[src/rtl/alu_req_ctrl_if.sv]
// ----------------------------------------------------------------------------
// alu_req_ctrl_if
// Command / response handshake bundle for alu_req_ctrl.
//   cmd_*  : valid/ready command channel (source -> controller)
//   rsp_*  : valid/ready response channel (controller -> consumer)
// Modports:
//   master : command source / response consumer side
//   slave  : controller side
// ----------------------------------------------------------------------------
interface alu_req_ctrl_if #(
    parameter int TAG_W = 4
) ();
    logic             cmd_valid;
    logic             cmd_ready;
    logic [1:0]       cmd_op;
    logic [35:0]      cmd_a;
    logic [35:0]      cmd_b;
    logic [TAG_W-1:0] cmd_tag;

    logic             rsp_valid;
    logic             rsp_ready;
    logic [35:0]      rsp_data;
    logic             rsp_error;
    logic [TAG_W-1:0] rsp_tag;

    modport master (
        output cmd_valid, cmd_op, cmd_a, cmd_b, cmd_tag, rsp_ready,
        input  cmd_ready, rsp_valid, rsp_data, rsp_error, rsp_tag
    );

    modport slave (
        input  cmd_valid, cmd_op, cmd_a, cmd_b, cmd_tag, rsp_ready,
        output cmd_ready, rsp_valid, rsp_data, rsp_error, rsp_tag
    );
endinterface

[src/rtl/alu_req_ctrl.sv]
// ----------------------------------------------------------------------------
// alu_req_ctrl
// Requester-side controller for a registered 36-bit ALU. Takes one command at
// a time on the cmd channel, drives registered op/A/B to the ALU, waits out the
// ALU latency, captures Y/error and returns them with the command tag on the
// rsp channel.
//
// Parameters:
//   ALU_LAT  register stages between ALU operand inputs and Y/error (>=1)
//   TAG_W    width of the opaque command tag
// Ports:
//   clk_i        clock, all logic on posedge
//   reset_i      synchronous, active-high reset
//   bus          alu_req_ctrl_if.slave (cmd_* in, rsp_* out)
//   alu_op_o     ALU op (0 add, 1 sub, 2 mult, 3 div), registered
//   alu_a_o      ALU operand A, registered
//   alu_b_o      ALU operand B, registered
//   alu_y_i      ALU result
//   alu_error_i  ALU error flag
//   busy_o       controller not idle
// Optional (macro ALU_REQ_STATS_EN):
//   stat_cmd_cnt_o  saturating count of response handshakes
//   stat_err_cnt_o  saturating count of handshakes carrying rsp_error=1
// ----------------------------------------------------------------------------
module alu_req_ctrl #(
    parameter int ALU_LAT = 1,
    parameter int TAG_W   = 4
) (
    input  logic        clk_i,
    input  logic        reset_i,
    alu_req_ctrl_if.slave bus,
    output logic [1:0]  alu_op_o,
    output logic [35:0] alu_a_o,
    output logic [35:0] alu_b_o,
    input  logic [35:0] alu_y_i,
    input  logic        alu_error_i,
    output logic        busy_o
`ifdef ALU_REQ_STATS_EN
    ,
    output logic [15:0] stat_cmd_cnt_o,
    output logic [15:0] stat_err_cnt_o
`endif
);

    localparam int CNT_W = (ALU_LAT < 1) ? 1 : $clog2(ALU_LAT + 1);

    typedef enum logic [1:0] {
        IDLE = 2'd0,
        WAIT = 2'd1,
        RESP = 2'd2
    } state_t;

    state_t           state_q, state_d;
    logic [CNT_W-1:0] cnt_q, cnt_d;
    logic [1:0]       op_q, op_d;
    logic [35:0]      a_q, a_d;
    logic [35:0]      b_q, b_d;
    logic [TAG_W-1:0] tag_q, tag_d;
    logic             rsp_valid_q, rsp_valid_d;
    logic [35:0]      rsp_data_q, rsp_data_d;
    logic             rsp_error_q, rsp_error_d;
    logic [TAG_W-1:0] rsp_tag_q, rsp_tag_d;

    logic cmd_ready;
    logic accept;
    logic rsp_hs;

    // Ready in RESP only when the pending response is leaving this cycle,
    // which lets a new command overlap the response handshake.
    assign cmd_ready = (state_q == IDLE) || ((state_q == RESP) && bus.rsp_ready);
    assign accept    = bus.cmd_valid && cmd_ready;
    assign rsp_hs    = rsp_valid_q && bus.rsp_ready;

    always_comb begin
        state_d     = state_q;
        cnt_d       = cnt_q;
        op_d        = op_q;
        a_d         = a_q;
        b_d         = b_q;
        tag_d       = tag_q;
        rsp_valid_d = rsp_valid_q;
        rsp_data_d  = rsp_data_q;
        rsp_error_d = rsp_error_q;
        rsp_tag_d   = rsp_tag_q;

        case (state_q)
            IDLE: begin
                rsp_valid_d = 1'b0;
            end
            WAIT: begin
                if (cnt_q != '0) begin
                    cnt_d = cnt_q - 1'b1;
                end else begin
                    rsp_data_d  = alu_y_i;
                    rsp_error_d = alu_error_i;
                    rsp_tag_d   = tag_q;
                    rsp_valid_d = 1'b1;
                    state_d     = RESP;
                end
            end
            RESP: begin
                if (bus.rsp_ready) begin
                    rsp_valid_d = 1'b0;
                    state_d     = IDLE;
                end
            end
            default: begin
                // Unused encoding: fall back to a clean idle.
                rsp_valid_d = 1'b0;
                state_d     = IDLE;
            end
        endcase

        // Accept overrides the RESP->IDLE transition above.
        if (accept) begin
            op_d    = bus.cmd_op;
            a_d     = bus.cmd_a;
            b_d     = bus.cmd_b;
            tag_d   = bus.cmd_tag;
            cnt_d   = CNT_W'(ALU_LAT);
            state_d = WAIT;
        end
    end

    always_ff @(posedge clk_i) begin
        if (reset_i) begin
            state_q     <= IDLE;
            cnt_q       <= '0;
            op_q        <= '0;
            a_q         <= '0;
            b_q         <= '0;
            tag_q       <= '0;
            rsp_valid_q <= 1'b0;
            rsp_data_q  <= '0;
            rsp_error_q <= 1'b0;
            rsp_tag_q   <= '0;
        end else begin
            state_q     <= state_d;
            cnt_q       <= cnt_d;
            op_q        <= op_d;
            a_q         <= a_d;
            b_q         <= b_d;
            tag_q       <= tag_d;
            rsp_valid_q <= rsp_valid_d;
            rsp_data_q  <= rsp_data_d;
            rsp_error_q <= rsp_error_d;
            rsp_tag_q   <= rsp_tag_d;
        end
    end

`ifdef ALU_REQ_STATS_EN
    logic [15:0] stat_cmd_q, stat_cmd_d;
    logic [15:0] stat_err_q, stat_err_d;

    always_comb begin
        stat_cmd_d = stat_cmd_q;
        stat_err_d = stat_err_q;
        if (rsp_hs && (stat_cmd_q != 16'hFFFF)) begin
            stat_cmd_d = stat_cmd_q + 16'd1;
        end
        if (rsp_hs && rsp_error_q && (stat_err_q != 16'hFFFF)) begin
            stat_err_d = stat_err_q + 16'd1;
        end
    end

    always_ff @(posedge clk_i) begin
        if (reset_i) begin
            stat_cmd_q <= '0;
            stat_err_q <= '0;
        end else begin
            stat_cmd_q <= stat_cmd_d;
            stat_err_q <= stat_err_d;
        end
    end

    assign stat_cmd_cnt_o = stat_cmd_q;
    assign stat_err_cnt_o = stat_err_q;
`else
    logic unused_hs;
    assign unused_hs = rsp_hs;
`endif

    assign bus.cmd_ready = cmd_ready;
    assign bus.rsp_valid = rsp_valid_q;
    assign bus.rsp_data  = rsp_data_q;
    assign bus.rsp_error = rsp_error_q;
    assign bus.rsp_tag   = rsp_tag_q;
    assign alu_op_o      = op_q;
    assign alu_a_o       = a_q;
    assign alu_b_o       = b_q;
    assign busy_o        = (state_q != IDLE);

endmodule

[src/flat_wrapper.sv]
// flat-port wrapper written by rule: the top's interface ports become plain ports
module alu_req_ctrl_flat 
#(
    parameter int ALU_LAT = 1,
    parameter int TAG_W   = 4
)
  (clk_i, reset_i, alu_op_o, alu_a_o, alu_b_o, alu_y_i, alu_error_i, busy_o, bus_cmd_valid, bus_cmd_op, bus_cmd_a, bus_cmd_b, bus_cmd_tag, bus_rsp_ready, bus_cmd_ready, bus_rsp_valid, bus_rsp_data, bus_rsp_error, bus_rsp_tag);
  alu_req_ctrl_if #(.TAG_W(TAG_W)) bus_i ();
  input  logic clk_i;
  input  logic reset_i;
  output logic [1:0] alu_op_o;
  output logic [35:0] alu_a_o;
  output logic [35:0] alu_b_o;
  input  logic [35:0] alu_y_i;
  input  logic alu_error_i;
  output logic busy_o;
  input wire logic [$bits(bus_i.cmd_valid)-1:0] bus_cmd_valid;
  input wire logic [$bits(bus_i.cmd_op)-1:0] bus_cmd_op;
  input wire logic [$bits(bus_i.cmd_a)-1:0] bus_cmd_a;
  input wire logic [$bits(bus_i.cmd_b)-1:0] bus_cmd_b;
  input wire logic [$bits(bus_i.cmd_tag)-1:0] bus_cmd_tag;
  input wire logic [$bits(bus_i.rsp_ready)-1:0] bus_rsp_ready;
  output wire logic [$bits(bus_i.cmd_ready)-1:0] bus_cmd_ready;
  output wire logic [$bits(bus_i.rsp_valid)-1:0] bus_rsp_valid;
  output wire logic [$bits(bus_i.rsp_data)-1:0] bus_rsp_data;
  output wire logic [$bits(bus_i.rsp_error)-1:0] bus_rsp_error;
  output wire logic [$bits(bus_i.rsp_tag)-1:0] bus_rsp_tag;
  assign bus_i.cmd_valid = bus_cmd_valid;
  assign bus_i.cmd_op = bus_cmd_op;
  assign bus_i.cmd_a = bus_cmd_a;
  assign bus_i.cmd_b = bus_cmd_b;
  assign bus_i.cmd_tag = bus_cmd_tag;
  assign bus_i.rsp_ready = bus_rsp_ready;
  assign bus_cmd_ready = bus_i.cmd_ready;
  assign bus_rsp_valid = bus_i.rsp_valid;
  assign bus_rsp_data = bus_i.rsp_data;
  assign bus_rsp_error = bus_i.rsp_error;
  assign bus_rsp_tag = bus_i.rsp_tag;
  alu_req_ctrl #(.ALU_LAT(ALU_LAT), .TAG_W(TAG_W)) u_core (.clk_i(clk_i), .reset_i(reset_i), .bus(bus_i), .alu_op_o(alu_op_o), .alu_a_o(alu_a_o), .alu_b_o(alu_b_o), .alu_y_i(alu_y_i), .alu_error_i(alu_error_i), .busy_o(busy_o));
endmodule
[config.mk]
export PLATFORM = sky130hd
export DESIGN_NAME = alu_req_ctrl_flat
export DESIGN_NICKNAME = d
export VERILOG_FILES = /design/src/rtl/alu_req_ctrl_if.sv /design/src/rtl/alu_req_ctrl.sv /design/src/flat_wrapper.sv
export SDC_FILE = /design/constraint.sdc
export NUM_CORES = 1
export LEC_CHECK = 0
export CAP_MARGIN = 20
export CORE_UTILIZATION = 37
export DETAILED_ROUTE_END_ITERATION = 10
export GPL_ROUTABILITY_DRIVEN = 0
export PLACE_DENSITY = 0.86
export SYNTH_ARGS = -nofsm -noshare
export SYNTH_HDL_FRONTEND = slang
export SYNTH_SLANG_ARGS = --single-unit
[constraint.sdc]
create_clock -name clk_i -period 1.5 [get_ports clk_i]
set_clock_uncertainty 0.2 [all_clocks]
set_input_delay 0.225 -clock clk_i [delete_from_list [all_inputs] [get_ports clk_i]]
set_output_delay 0.225 -clock clk_i [all_outputs]
set_load 0.05 [all_outputs]
==> impl_metrics.ini, run 1 <==
[logic_synthesis]
synth.area.top_cells = dfxtp_1, a21bo_1, a21oi_1, nand3_1, nand2_1
yosysTopAreaCell = dfxtp_1
synthCells = 555
synth_cell_types = 16
synth_top_flop_cell = dfxtp_1
synth_top_area_share = 0.502
syn_avg_cell_area_um2 = 8.84
yosysMostFrequentCell = dfxtp_1
synth_common_cells = dfxtp_1, a21oi_1, nand2_1, a21bo_1, nand3_1
synth_edf_count = 0
async_flop_share = 0
synthesis.nets = 674
ys_ff_latch = 123
yosysSeqAreaShare = 0.502
synth.cell_area_um2 = 4910
yosysWarnings = 0

[global_routing]
grt_pass1_wl_um = 24300
grt_pass1_vias = 4952
grt_max_degree = 47
overflow = 0
grt.total_usage = 0.235
antenna_found_initial = 0

[sta]
rsz0062_at_grt = true
hold_violations = 0
finalSetupViolCount = 115
slew_viol_final = 0
tightest_slew_ns = 0.364
max_freq_mhz = 563
post-route-period-util = 1.18
slew_headroom = 0.758
timing.final.ws_setup_ns = -0.275
fin_crit_ns = 1.77

[die]
start_util = 0.384
die_width_um = 117
die_h_um = 117
fp-row-count = 41
dieArea_um2 = 13700
core_area_um2 = 12800
io_pins = 237

[worst_hold_path]
hold_depth = 3
hp-class = in2reg

[setup_path]
arrival_ns = 1.93
r2r_start = u_core.state_q[1]
rr_endpoint = u_core.bus.rsp_data[30]
crit_fanout = 5
path_common_cell = buf_6
endpoint = u_core.bus.rsp_data[30]
crit_path_start_kind = flip-flop
setup.worst_path.start = u_core.state_q[1]
path_cells = buf_6, buf_4, nor3b_4, buf_6, clkbuf_16, nand2_2, a21oi_2
r2r_setup_slack_ns = -0.27
cp-end-kind = flip-flop
critPathKind = reg2reg
critPathMaxStageDelay_ns = 0.36
critPathRequiredTime_ns = 1.66
slowest_stage = dfxtp_4
reg2reg_depth = 7

[route]
first_pass_iters = 6
drt_iter0_markers = 271
drc_errors = 0
antenna_left = 0
vias = 5515
wl_um = 22500
wl_per_cell_um = 22.5
via_per_inst = 5.50

[placed_design]
dpl_cell_area_um2 = 8760
io_buffers = 236
dp_cells = 935
dp_hpwl_um = 10700

[cells_and_area]
stdcell_area_um2 = 11000
instances_no_fill = 1003
insertedDiodeCount = 0
drive_gt1_frac = 0.461
regArea_um2 = 2470
syn2layout_area_growth_pct = 125
multi_input_area_um2 = 3040
layout.nets = 937
n_fill_cell = 528

[clock_network]
cts_tree = built
cts_root_buf = clkbuf_16
clkTransAtPathRegs_ns = 0.06
cts_sinks = 123
clk_latency_ns = 0.42
htree_levels = 4
cts_made_buffers = 17
cts_max_path_buffers = 2

[power]
ir_drop_uv = 900
powerDensity_nw_per_um2 = 1050
p_leak_uw = 0.00417

[job]
maxCapViolCount = 0

[status]
status = finished with violations
violations = negative setup slack
==> critical path, delay by kind of cell, from the launching register on <==
family / cells / cell delay (ns)
flops: 1 / 0.36
simple gates: 2 / 0.42
compound gates: 1 / 0.15
buf+inv: 4 / 0.57
==> per-layer routing <==
| metal | GRT usage | vias to the layer above | wire length [um] |
|---|---|---|---|
| met5 | 0 | - | 0 |
| met2 | 0.422 | 281 | 11900 |
| met4 | 0.103 | 0 | 1020 |
| li1 | - | 2462 | - |
| met3 | 0.0844 | 81 | 1510 |
| met1 | 0.246 | 2691 | 8050 |
==> final cells by class <==
type                    instances  share of cell area
repair buffers                302               0.420
clock buffers                  20              0.0414
flip-flops and latches        123               0.224
multi-input cells             374               0.276
clock inverters                12              0.0198
well taps                     172              0.0195
==> power by group <==
part / switching [uW] / internal, uW / leakage (uW)
Clock: 1580 / 3190 / 0.000322
Sequential: 221 / 3470 / 0.00101
Combinational: 1540 / 1630 / 0.00284
Total: 3340 / 8290 / 0.00417
==> kinds of logic (layout without fill, tap and decap cells) <==
kind of cell    count (synthesis)  in the layout  share of synthesized area
compound gates                201            201                      0.285
simple gates                  173            173                      0.159
flops                         123            123                      0.502
buf+inv                        58            334                     0.0548
==> how the worst min path moves through the flow <==
stage	startpoint	to	slack (ns)
3_3_place_gp	u_core.tag_q[3]	u_core.bus.rsp_tag[3]	0.24
2_1_floorplan	alu_y_i[0]	u_core.bus.rsp_data[0]	0.16
5_1_grt	alu_y_i[27]	u_core.bus.rsp_data[27]	0.15
4_1_cts	alu_y_i[11]	u_core.bus.rsp_data[11]	0.13
3_5_place_dp	u_core.tag_q[3]	u_core.bus.rsp_tag[3]	0.25
6_report	alu_y_i[0]	u_core.bus.rsp_data[0]	0.15
==> repair_timing <==
| action | 4_1_cts | 5_1_grt |
|---|---|---|
| cloned | 0 | 24 |
| hold endpoints to repair | 11 | 0 |
| hold buffers | 1 | 0 |
| pin swaps | 0 | 149 |
| buffers inserted | 5 | 6 |
| endpoints found under the setup margin | 2 | 112 |
| resized for setup | 12 | 212 |
==> stage by stage <==
step / utilization / hold slack, ns / setup TNS (ns) / total power (uW) / setup slack, ns
CTS: 0.746 / 0.135 / -2.66 / 10900 / -0.204
global placement: 0.686 / 0.237 / -13.59 / 6160 / -0.192
finish: 0.863 / 0.151 / -11.92 / 11600 / -0.275
floorplan: - / 0.161 / -0.00641 / 4830 / -0.00641
global route: 0.863 / 0.147 / -18.08 / 11900 / -0.313
detailed placement: 0.686 / 0.250 / -16.63 / 6210 / -0.268
==> placed cells by master, fill, tap and decap left out, types with 18 or more instances in the layout <==
master	netlist	routed
nand3_2	0	34
nand3_1	78	22
nand2_2	0	18
a21bo_1	78	78
clkbuf_16	0	34
buf_12	0	128
clkdlybuf4s50_1	0	117
a21oi_2	0	82
dfxtp_1	123	121
nand2_1	84	62
a21oi_1	122	40
nand3_4	0	22
==> state kept, by name, indices dropped and copies added (netlist names) <==
signal / cells
u_core.alu_a_o: 36
u_core.alu_b_o: 36
u_core.bus.rsp_data: 36
u_core.bus.rsp_tag: 4
u_core.tag_q: 4
u_core.alu_op_o: 2
u_core.state_q: 2
u_core.bus.rsp_error: 1
u_core.bus.rsp_valid: 1
u_core.cnt_q: 1
(Power assumes the default switching activity.)
==> inputs of run 2 (changes only) <==
--- a/config.mk
+++ b/config.mk
@@ -6,10 +6,12 @@
 export NUM_CORES = 1
 export LEC_CHECK = 0
 export CAP_MARGIN = 20
-export CORE_UTILIZATION = 37
+export CORE_UTILIZATION = 26
+export CTS_CLUSTER_SIZE = 10
 export DETAILED_ROUTE_END_ITERATION = 10
 export GPL_ROUTABILITY_DRIVEN = 0
-export PLACE_DENSITY = 0.86
+export HOLD_SLACK_MARGIN = 0.15
+export PLACE_DENSITY = 0.66
 export SYNTH_ARGS = -nofsm -noshare
 export SYNTH_HDL_FRONTEND = slang
 export SYNTH_SLANG_ARGS = --single-unit
==> impl_metrics.ini, run 2 (same netlist as run 1, synthesis figures left out) <==
[power]
power_switching_uw = 2920
seqPwrFrac = 0.354
power.total_uw = 10400
powerDensity_nw_per_um2 = 1040
pwr-share-clk = 0.389
p_comb_frac = 0.257
sw_frac_of_total = 0.282
ir_drop_uv = 734
power.internal_uw = 7440
p_leak_uw = 0.00388

[global_routing]
overflow = 0
antenna_found_initial = 0
grt_pass1_vias = 4820
grt_max_degree = 64
grt_pass1_wl_um = 25000
grt.total_usage = 0.163

[route]
first_pass_iters = 4
wl_met3_um = 1100
wl_met2_um = 8400
antenna_left = 0
vias = 4910
top_layer_used = met4
wl_per_cell_um = 16.2
wl_met1_um = 7140
drc_errors = 0
via_per_inst = 4.65
wl_um = 17100
drt_iter0_markers = 223

[job]
maxCapViolCount = 0

[placed_design]
io_buffers = 236
dp_hpwl_um = 10700
pre_cts_slack_ns = -0.264

[worst_hold_path]
min-delay-start = alu_y_i[23]
worstHoldEndpoint = u_core.bus.rsp_data[23]
hp-class = in2reg
hold_depth = 3

[setup_path]
crit_path_start_kind = flip-flop
crit_fanout = 3
arrival_ns = 1.24
cp_num_buf_inv = 2
critPathRequiredTime_ns = 1.07
setup.worst_path.start = u_core.state_q[1]
reg2reg_depth = 5
critPathKind = reg2out
r2r_setup_slack_ns = -0.12
crit_family = flip-flops
cp-end-kind = output port
path_cells = buf_6, or2_4, buf_8
rr_endpoint = u_core.bus.rsp_data[7]
critPathMaxStageDelay_ns = 0.34
slowest_stage = dfxtp_4
r2r_start = u_core.state_q[1]

[sta]
tightest_slew_ns = 0.326
timing.final.ws_setup_ns = -0.162
post-route-period-util = 1.11
slew_viol_final = 0
slew_headroom = 0.783
hold_violations = 0
finalSetupViolCount = 104
rsz0062_at_grt = true
fin_crit_ns = 1.66
max_freq_mhz = 602

[cells_and_area]
drive_gt1_frac = 0.254
syn2layout_area_growth_pct = 104
layout.nets = 934
insertedDiodeCount = 0
n_fill_cell = 1523
final_common_cell = buf_12
regArea_um2 = 2470
multi_input_area_um2 = 2250
layout_common_cells = buf_12, dfxtp_1, a21oi_1

[clock_network]
cts_made_buffers = 17
cts_sinks = 123
htree_levels = 4
cts_max_path_buffers = 2
clkTransAtPathRegs_ns = 0.05
clk_latency_ns = 0.41
cts_tree = built
cts_root_buf = clkbuf_16

[die]
fp-row-count = 49
start_util = 0.269
dieArea_um2 = 19400
core_area_um2 = 18200
io_pins = 237
die_width_um = 139
die_h_um = 139

[status]
violations = negative setup slack
status = finished with violations
-- run 2: changes by cell type in the layout (fill, tap and decap cells not counted), moves of 18 or more --
cell and change:
nand3_1 +54, nand3_2 -32, dlygate4sd3_1 +18, a21oi_2 -79, nand3_4 -22, a21oi_1 +79
-- run 2: timing repair --
| action | 4_1_cts | 5_1_grt |
|---|---|---|
| setup buffers | 2 | 1 |
| hold endpoints to repair | 27 | 0 |
| pin swaps | 0 | 0 |
| gates cloned | 0 | 11 |
| setup endpoints to repair | 2 | 77 |
| hold buffers | 19 | 0 |
| resized for setup | 11 | 10 |
-- run 2: stage by stage --
step | setup TNS (ns) | util | instances | cell area, um2 | hold WS [ns]
2_1_floorplan | -0.00641 | - | 555 | 4930 | 0.161
3_3_place_gp | -16.12 | 0.490 | 993 | 8930 | 0.236
3_5_place_dp | -18.08 | 0.490 | 993 | 8930 | 0.252
4_1_cts | -1.55 | 0.535 | 1045 | 9750 | 0.150
5_1_grt | -13.78 | 0.549 | 1056 | 10000 | 0.160
6_report | -5.70 | 0.549 | 1056 | 10000 | 0.169
-- run 2: worst max-delay path by stage --
stage	end	slack (ns)	depth (start not counted)
after detailed placement	u_core.alu_b_o[29]	-0.26	6
after floorplan	bus_cmd_ready	-0.006	5
after global routing	bus_cmd_ready	-0.21	4
after CTS	busy_o	-0.19	3
final	busy_o	-0.16	3
after global placement	u_core.alu_b_o[16]	-0.24	6
-- run 2: layout make-up --
cell class | count | share of cell area
clock buffers | 24 | 0.0482
clock inverters | 7 | 0.00901
multi-input cells | 374 | 0.225
flip-flops and latches | 123 | 0.247
well taps | 229 | 0.0287
repair buffers | 299 | 0.442
-- run 2: worst reg2reg max path, stage by stage (launching register included) --
cell       delay, ns
dfxtp_4         0.34
buf_4           0.14
or3b_4          0.48
clkbuf_16       0.21
nand2_1         0.07
a21oi_1         0.06
-- run 2: power by group through the flow --
| stage | clock network [uW] | registers [uW] | logic (uW) |
|---|---|---|---|
| after detailed placement | 0 | 3730 | 2530 |
| after floorplan | 0 | 4260 | 568 |
| after CTS | 4130 | 3660 | 2600 |
| after global placement | 0 | 3730 | 2510 |
| final | 4030 | 3660 | 2670 |
| after global routing | 4290 | 3690 | 2800 |
-- run 2: layer usage --
layer / track usage / vias up
li1: - / 2437
met1: 0.185 / 2289
met2: 0.270 / 156
met3: 0.0595 / 28
met4: 0.0772 / 0
met5: 0 / -
==> inputs of run 3 (changes only) <==
--- a/config.mk
+++ b/config.mk
@@ -6,12 +6,13 @@
 export NUM_CORES = 1
 export LEC_CHECK = 0
 export CAP_MARGIN = 20
+export CORE_MARGIN = 4
 export CORE_UTILIZATION = 26
 export CTS_CLUSTER_SIZE = 10
 export DETAILED_ROUTE_END_ITERATION = 10
 export GPL_ROUTABILITY_DRIVEN = 0
 export HOLD_SLACK_MARGIN = 0.15
-export PLACE_DENSITY = 0.66
+export PLACE_DENSITY = 0.61
 export SYNTH_ARGS = -nofsm -noshare
 export SYNTH_HDL_FRONTEND = slang
 export SYNTH_SLANG_ARGS = --single-unit
==> impl_metrics.ini, run 3 (same netlist as run 1, synthesis figures left out) <==
[power]
p_comb_frac = 0.257
ir_drop_uv = 709
seqPwrFrac = 0.357
powerDensity_nw_per_um2 = 1040
power.total_uw = 10300
sw_frac_of_total = 0.289
p_leak_uw = 0.00383
power_switching_uw = 2980
pwr-share-clk = 0.386
power.internal_uw = 7320

[die]
core_area_um2 = 18300
fp-row-count = 49
dieArea_um2 = 21100
die_width_um = 145
io_pins = 237
die_h_um = 145
start_util = 0.269

[cells_and_area]
layout.nets = 925
insertedDiodeCount = 0
drive_gt1_frac = 0.282
n_fill_cell = 1567
regArea_um2 = 2470
final_common_cell = buf_12
instances_no_fill = 1046
multi_input_area_um2 = 2300
layout_common_cells = buf_12, dfxtp_1, clkdlybuf4s50_1
stdcell_area_um2 = 9920
syn2layout_area_growth_pct = 102

[sta]
slew_viol_final = 0
fin_tns_setup_ns = -3.68
tightest_slew_ns = 0.343
slew_headroom = 0.771
hold_violations = 0
rsz0062_at_grt = true
timing.final.ws_setup_ns = -0.136
post-route-period-util = 1.09
finalSetupViolCount = 44
fin_crit_ns = 1.64
max_freq_mhz = 611

[global_routing]
overflow = 0
grt_max_degree = 69
grt_pass1_wl_um = 25800
grt.total_usage = 0.150
antenna_found_initial = 0
grt_pass1_vias = 4767

[placed_design]
dp_cells = 988
io_buffers = 236
dp_hpwl_um = 11100
dpl_cell_area_um2 = 8840
pre_cts_slack_ns = -0.283

[setup_path]
arrival_ns = 1.21
crit_path_start_kind = flip-flop
critPathKind = reg2out
critPathRequiredTime_ns = 1.07
cp-end-kind = output port
crit_fanout = 3

[route]
drc_errors = 0
antenna_left = 0
wl_per_cell_um = 16.7
drt_iter0_markers = 194
first_pass_iters = 4
via_per_inst = 4.70
vias = 4912
wl_um = 17500

[clock_network]
cts_root_buf = clkbuf_16
cts_tree = built
clkTransAtPathRegs_ns = 0.06
cts_sinks = 123
htree_levels = 4
cts_max_path_buffers = 2
clk_latency_ns = 0.40
cts_made_buffers = 17

[status]
violations = negative setup slack
status = finished with violations

[worst_hold_path]
hp-class = in2reg

[job]
maxCapViolCount = 0
run 3: cell count changes in the layout (fill, tap and decap cells not counted), moves of 2 or more:
cell | before | now
nand3_1 | 76 | 78
buf_4 | 16 | 14
buf_12 | 133 | 128
buf_8 | 2 | 4
clkbuf_1 | 4 | 0
clkbuf_8 | 3 | 1
nand2_2 | 7 | 26
clkinvlp_4 | 2 | 5
a21oi_1 | 119 | 116
a21oi_2 | 3 | 6
nand2_1 | 77 | 57
dlygate4sd3_1 | 19 | 14
nand3_2 | 2 | 0
run 3: repair_timing:
item,CTS,global route
setup endpoints to repair,2,103
buffers inserted,3,1
cloned,0,10
hold buffers,14,0
endpoints found under the hold margin,115,0
gates resized for setup,9,39
run 3: critical path: stages, from the launching register on:
cell and delay (ns):
dfxtp_2 0.32, buf_6 0.11, or2_4 0.22, buf_8 0.15
run 3: stage by stage:
step / utilization / hold WS, ns
2_1_floorplan: - / 0.161
3_3_place_gp: 0.484 / 0.239
3_5_place_dp: 0.484 / 0.244
4_1_cts: 0.526 / 0.150
5_1_grt: 0.543 / 0.159
6_report: 0.543 / 0.168
run 3: worst paths after layout:
check                           end  slack (ns)  cells after the start              start
max                          busy_o       -0.14                      3  u_core.state_q[1]
min               u_core.alu_a_o[0]        0.17                      3       bus_cmd_a[0]
max reg2reg  u_core.bus.rsp_data[4]       -0.12                      5  u_core.state_q[1]
min reg2reg   u_core.bus.rsp_tag[2]        0.25                      2    u_core.tag_q[2]
run 3: per-layer routing:
metal | up-vias | track usage | share of wire
li1 | 2433 | - | -
met1 | 2305 | 0.179 | 0.43
met2 | 158 | 0.242 | 0.47
met3 | 16 | 0.0638 | 0.083
met4 | 0 | 0.0518 | 0.013
met5 | - | 0 | 0
run 3: final cells by class:
cell class | count | share of cell area
well taps | 229 | 0.0289
clock buffers | 18 | 0.0443
multi-input cells | 374 | 0.232
clock inverters | 12 | 0.0127
flip-flops and latches | 123 | 0.249
repair buffers | 290 | 0.433
run 3: power by group through the flow:
stage / registers, uW / clock network (uW) / logic, uW
3_5_place_dp: 3730 / 0 / 2500
3_3_place_gp: 3730 / 0 / 2480
5_1_grt: 3690 / 4220 / 2780
4_1_cts: 3670 / 4080 / 2550
2_1_floorplan: 4260 / 0 / 568
6_report: 3670 / 3970 / 2650
